### config.mk
export PLATFORM = sky130hd
export DESIGN_NAME = prefetch_cache_control
export DESIGN_NICKNAME = d
export VERILOG_FILES = /design/src/rtl/cache_pkg.sv /design/src/rtl/prefetch_cache_control.sv
export SDC_FILE = /design/constraint.sdc
export NUM_CORES = 1
export LEC_CHECK = 0
export CORE_MARGIN = 5
export CORE_UTILIZATION = 25
export DETAILED_ROUTE_END_ITERATION = 8
export SYNTH_ARGS = -nofsm -noshare
export SYNTH_HDL_FRONTEND = slang
export SYNTH_SLANG_ARGS = --single-unit
### constraint.sdc
create_clock -name clk -period 1.7 [get_ports clk]
set_clock_uncertainty 0.2 [all_clocks]
set_input_delay 0.255 -clock clk [delete_from_list [all_inputs] [get_ports clk]]
set_output_delay 0.255 -clock clk [all_outputs]
set_load 0.01 [all_outputs]
### src/rtl/cache_pkg.sv
`default_nettype none
// ============================================================================
// Module  : cache_pkg
// Brief   : Shared state encoding and datapath select codes for the prefetch cache.
// Revision: 1.0
// ============================================================================
package cache_pkg;

    typedef enum logic [2:0] {
        ST_IDLE     = 3'd0,
        ST_CHECK    = 3'd1,
        ST_WB       = 3'd2,
        ST_FETCH    = 3'd3,
        ST_PF_CHECK = 3'd4,
        ST_PF_WB    = 3'd5,
        ST_PF_FILL  = 3'd6
    } state_t;

    localparam logic [1:0] DIN_PMEM = 2'b00;
    localparam logic [1:0] DIN_CPU  = 2'b01;
    localparam logic [1:0] DIN_PF   = 2'b11;

    localparam logic [1:0] WE_NONE  = 2'b00;
    localparam logic [1:0] WE_LINE  = 2'b01;
    localparam logic [1:0] WE_BYTE  = 2'b10;

endpackage
`default_nettype wire

### src/rtl/prefetch_cache_control.sv
`default_nettype none
// ============================================================================
// Module  : prefetch_cache_control
// Brief   : Control FSM for the 2-way prefetch cache; CPU traffic beats prefetch.
// Revision: 1.0
// ============================================================================
module prefetch_cache_control
    import cache_pkg::*;
#(
    parameter bit PF_ENABLE = 1'b1
) (
    input  logic       clk,
    input  logic       rst,
    input  logic       mem_read,
    input  logic       mem_write,
    output logic       mem_resp,
    output logic       pmem_read,
    output logic       pmem_write,
    input  logic       pmem_resp,
    input  logic       prefetch_ready,
    output logic       pf_ack,
    input  logic       miss,
    input  logic       way,
    input  logic       dirty_out,
    output logic [1:0] data_in_sel,
    output logic       pmem_addr_sel,
    output logic [1:0] wr_en_data_0_sel,
    output logic [1:0] wr_en_data_1_sel,
    output logic       dirty_in,
    output logic       valid_in,
    output logic       ld_dirty_0,
    output logic       ld_dirty_1,
    output logic       ld_valid_0,
    output logic       ld_valid_1,
    output logic       ld_tag_0,
    output logic       ld_tag_1,
    output logic       ld_lru,
    output logic       index_sel,
    output logic       tag_sel
);

    state_t     r_state;
    state_t     w_state_next;
    logic [1:0] w_we;
    logic       w_ld_dirty;
    logic       w_ld_valid;
    logic       w_ld_tag;

    always_ff @(posedge clk) begin
        if (rst) begin
            r_state <= ST_IDLE;
        end else begin
            r_state <= w_state_next;
        end
    end

    always_comb begin
        w_state_next  = r_state;
        mem_resp      = 1'b0;
        pmem_read     = 1'b0;
        pmem_write    = 1'b0;
        pf_ack        = 1'b0;
        data_in_sel   = DIN_PMEM;
        pmem_addr_sel = 1'b0;
        dirty_in      = 1'b0;
        valid_in      = 1'b0;
        ld_lru        = 1'b0;
        index_sel     = 1'b0;
        tag_sel       = 1'b0;
        w_we          = WE_NONE;
        w_ld_dirty    = 1'b0;
        w_ld_valid    = 1'b0;
        w_ld_tag      = 1'b0;

        case (r_state)
            ST_IDLE: begin
                if (mem_read || mem_write) begin
                    w_state_next = ST_CHECK;
                end else if (PF_ENABLE && prefetch_ready) begin
                    w_state_next = ST_PF_CHECK;
                end
            end

            ST_CHECK: begin
                if (!(mem_read || mem_write)) begin
                    w_state_next = ST_IDLE;
                end else if (!miss) begin
                    mem_resp     = 1'b1;
                    ld_lru       = 1'b1;
                    w_state_next = ST_IDLE;
                    // Write wins when both request lines are up.
                    if (mem_write) begin
                        data_in_sel = DIN_CPU;
                        w_we        = WE_BYTE;
                        w_ld_dirty  = 1'b1;
                        dirty_in    = 1'b1;
                    end
                end else begin
                    w_state_next = dirty_out ? ST_WB : ST_FETCH;
                end
            end

            ST_WB: begin
                pmem_write = 1'b1;
                if (pmem_resp) begin
                    w_state_next = ST_FETCH;
                end
            end

            ST_FETCH: begin
                pmem_read     = 1'b1;
                pmem_addr_sel = 1'b1;
                if (pmem_resp) begin
                    data_in_sel  = DIN_PMEM;
                    w_we         = WE_LINE;
                    w_ld_tag     = 1'b1;
                    w_ld_valid   = 1'b1;
                    valid_in     = 1'b1;
                    w_ld_dirty   = 1'b1;
                    w_state_next = ST_CHECK;
                end
            end

            ST_PF_CHECK: begin
                index_sel = 1'b1;
                tag_sel   = 1'b1;
                if (!miss) begin
                    pf_ack       = 1'b1;
                    w_state_next = ST_IDLE;
                end else begin
                    w_state_next = dirty_out ? ST_PF_WB : ST_PF_FILL;
                end
            end

            ST_PF_WB: begin
                index_sel  = 1'b1;
                pmem_write = 1'b1;
                if (pmem_resp) begin
                    w_state_next = ST_PF_FILL;
                end
            end

            ST_PF_FILL: begin
                // No LRU update: the prefetched line remains the next victim.
                index_sel    = 1'b1;
                tag_sel      = 1'b1;
                data_in_sel  = DIN_PF;
                w_we         = WE_LINE;
                w_ld_tag     = 1'b1;
                w_ld_valid   = 1'b1;
                valid_in     = 1'b1;
                w_ld_dirty   = 1'b1;
                pf_ack       = 1'b1;
                w_state_next = ST_IDLE;
            end

            default: begin
                w_state_next = ST_IDLE;
            end
        endcase
    end

    assign wr_en_data_0_sel = way ? WE_NONE : w_we;
    assign wr_en_data_1_sel = way ? w_we    : WE_NONE;
    assign ld_dirty_0       = w_ld_dirty & ~way;
    assign ld_dirty_1       = w_ld_dirty &  way;
    assign ld_valid_0       = w_ld_valid & ~way;
    assign ld_valid_1       = w_ld_valid &  way;
    assign ld_tag_0         = w_ld_tag   & ~way;
    assign ld_tag_1         = w_ld_tag   &  way;

endmodule
`default_nettype wire
==> flow_summary.toml <==
[hold_path]
hold_class = "in2reg"

[clocking]
hold_buffers = 0
cts_tree = "yes"
clock-sinks = 3
clockBufferDepth = 2
numCtsBuffers = 3
cts_max_level = 1
insertion_delay_ns = 0.24
clockRootBuffer = "clkbuf_4"
clk_pin_slew_ns = 0.04

[die]
initial_core_util = 0.261
die_x_um = 52.2
die_area_sq_um = 2730
die_h_um = 52.2
num_rows = 15
core_area_sq_um = 1710
ios = 31

[cells_and_area]
regArea_sq_um = 71.3
insertedDiodeCount = 0
areaGrowthSynthToFinish_pct = 142
largestRegisters = "r_state (3)"
regMostFlops = "r_state"
nets = 130
multi_input_area_sq_um = 392
stdcell_count = 145
design_area_sq_um = 1080
nFillCells = 147
finalCoreUtilization = 0.630
drive_gt1_frac = 0.675
largest_reg_flops = 3

[pwr]
p_leak_nw = 0.514
power_mw = 0.679
power_density_nw_per_um2 = 631
ir_worst_vdd_mv = 0.473

[timing]
finalCriticalPeriod_ns = 1.89
hold_slack_ns = 0.284
period_share = 1.11
rsz0062_at_grt = "true"
slew_violations = 0
max_freq_mhz = 529
finalSetupViolations = 18
finalHoldViolCount = 0
max-slew-margin-rel = 0.817
fin_ws_ns = -0.192
worstMarginPinSlew_ns = 0.272
setup_tns_ns = -1.91

[worst_setup_path]
end_kind = "primary output"
crit_arrival_ns = 1.44
crit_required_ns = 1.24
crit_type = "reg2out"
critPathLaunchType = "flip-flop"
crit_fanout = 3

[placement]
gp_congestion = 0.802
dpl.hpwl_um = 1230
dp_cells = 129
io_buffer_count = 30
dpl-instance-area_sq_um = 885
dpl_worst_slack_ns = -0.600

[routing]
drt_first_iter_violations = 8
drc = 0
vias = 643
dr.pass1.iters = 3
detail_route.wirelength_um = 1830
final_antenna_net_count = 0
wire_per_inst_um = 12.6
viasPerCell = 4.43

[global_routing]
grt_antenna_before_repair = 0
groute.usage.overall = 0.123
grt_pass1_wl_um = 2550
grt_max_degree = 9
grt_pass1_vias = 619
grt-ovfl-total = 0

[logic_synthesis]
synth_top_cell_area_share = 0.135
ys_seq_area_frac = 0.135
synth_cell_types = 34
synthArstFlopShare = 0
synthTopCellsByArea = "dfxtp_1 (13%), buf_4 (6.7%), and2_1 (5.6%)"
yosysMostFrequentCell = "nor2_1"
synth_edf_count = 0
synth_top_area_cell = "dfxtp_1"
synth-seq-cells = 3
synth-main-ff-cell = "dfxtp_1"
syn_area_per_cell_sq_um = 7.30
synthTopCellsByCount = "nor2_1 (5), and2_1 (4), buf_4 (4), inv_1 (4), nand2_1 (4)"
synth_cells = 61
yosys_warnings = 0
syn-cell-area_sq_um = 445
syn_nets = 70

[run]
cap_violations = 0

[run_status]
status = "finished with violations"
violations = "negative setup slack"
[placed cells by master (no fill, tap or decap), types with 2 or more instances in the layout]
| cell type | netlist | layout |
|---|---|---|
| clkbuf_4 | 0 | 3 |
| and2_1 | 4 | 3 |
| clkdlybuf4s50_1 | 0 | 6 |
| dlygate4sd2_1 | 0 | 2 |
| a21oi_2 | 1 | 2 |
| nand2b_4 | 0 | 2 |
| buf_2 | 2 | 14 |
| buf_4 | 4 | 20 |
| o22ai_1 | 2 | 2 |
| buf_6 | 1 | 18 |
| nor2_1 | 5 | 3 |
| o21ai_1 | 1 | 2 |
| nor2b_4 | 0 | 3 |
| inv_1 | 4 | 2 |
| dfxtp_4 | 0 | 3 |
| nor3_4 | 0 | 2 |
| nand2_1 | 4 | 4 |
| inv_2 | 2 | 3 |
[path summary, 6_finish.rpt]
| path | depth (start not counted) | from | slack (ns) | endpoint |
|---|---|---|---|---|
| max | 5 | r_state[1]$_SDFFE_PP0P_ | -0.19 | ld_dirty_0 |
| min | 3 | pmem_resp | 0.28 | r_state[1]$_SDFFE_PP0P_ |
| max reg2reg | 6 | r_state[0]$_SDFFE_PP0P_ | 0.10 | r_state[2]$_SDFFE_PP0P_ |
| min reg2reg | 2 | r_state[1]$_SDFFE_PP0P_ | 0.39 | r_state[2]$_SDFFE_PP0P_ |
[kinds of logic (layout without fill, tap and decap cells)]
group,after synthesis,in the layout,share of synthesized area
AOI/OAI and AO/OA,17,17,0.312
xor gates and xnor gates,1,1,0.0197
buffers and inverters,13,72,0.166
DFF,3,3,0.135
and+or+nand+nor,27,27,0.368
[routing by layer]
layer	track usage	share of wire	vias to the layer above	routed length, um
met1	0.129	0.37	286	683
met4	0.0298	0.0060	0	11
li1	-	-	326	-
met3	0.0513	0.11	2	193
met2	0.224	0.52	29	943
met5	0	0	-	0
[power breakdown]
part | total (mW) | internal (mW) | switching (mW)
registers | 0.100 | 0.0859 | 0.0141
logic | 0.446 | 0.255 | 0.191
clock network | 0.133 | 0.0884 | 0.0443
[what timing repair did]
action	4_1_cts	5_1_grt
endpoints found under the hold margin	0	0
pin swaps	6	8
gates resized for setup	98	33
cloned	0	0
setup endpoints to repair	22	21
buffers inserted	7	5
[critical path, cell delays in order (launching register included)]
cell and delay [ns]:
dfxtp_4 0.34, nor4_4 0.33, nand2_2 0.13, buf_6 0.14, a21oi_2 0.12, buf_2 0.14
[final cells by class]
| class | count | share of cell area |
|---|---|---|
| repair buffers | 62 | 0.493 |
| multi-input cells | 45 | 0.364 |
| clock buffers | 4 | 0.0244 |
| well taps | 25 | 0.0291 |
| inverters | 6 | 0.0233 |
| flip-flops and latches | 3 | 0.0663 |
Note: power is estimated with default switching activity, not from simulation.
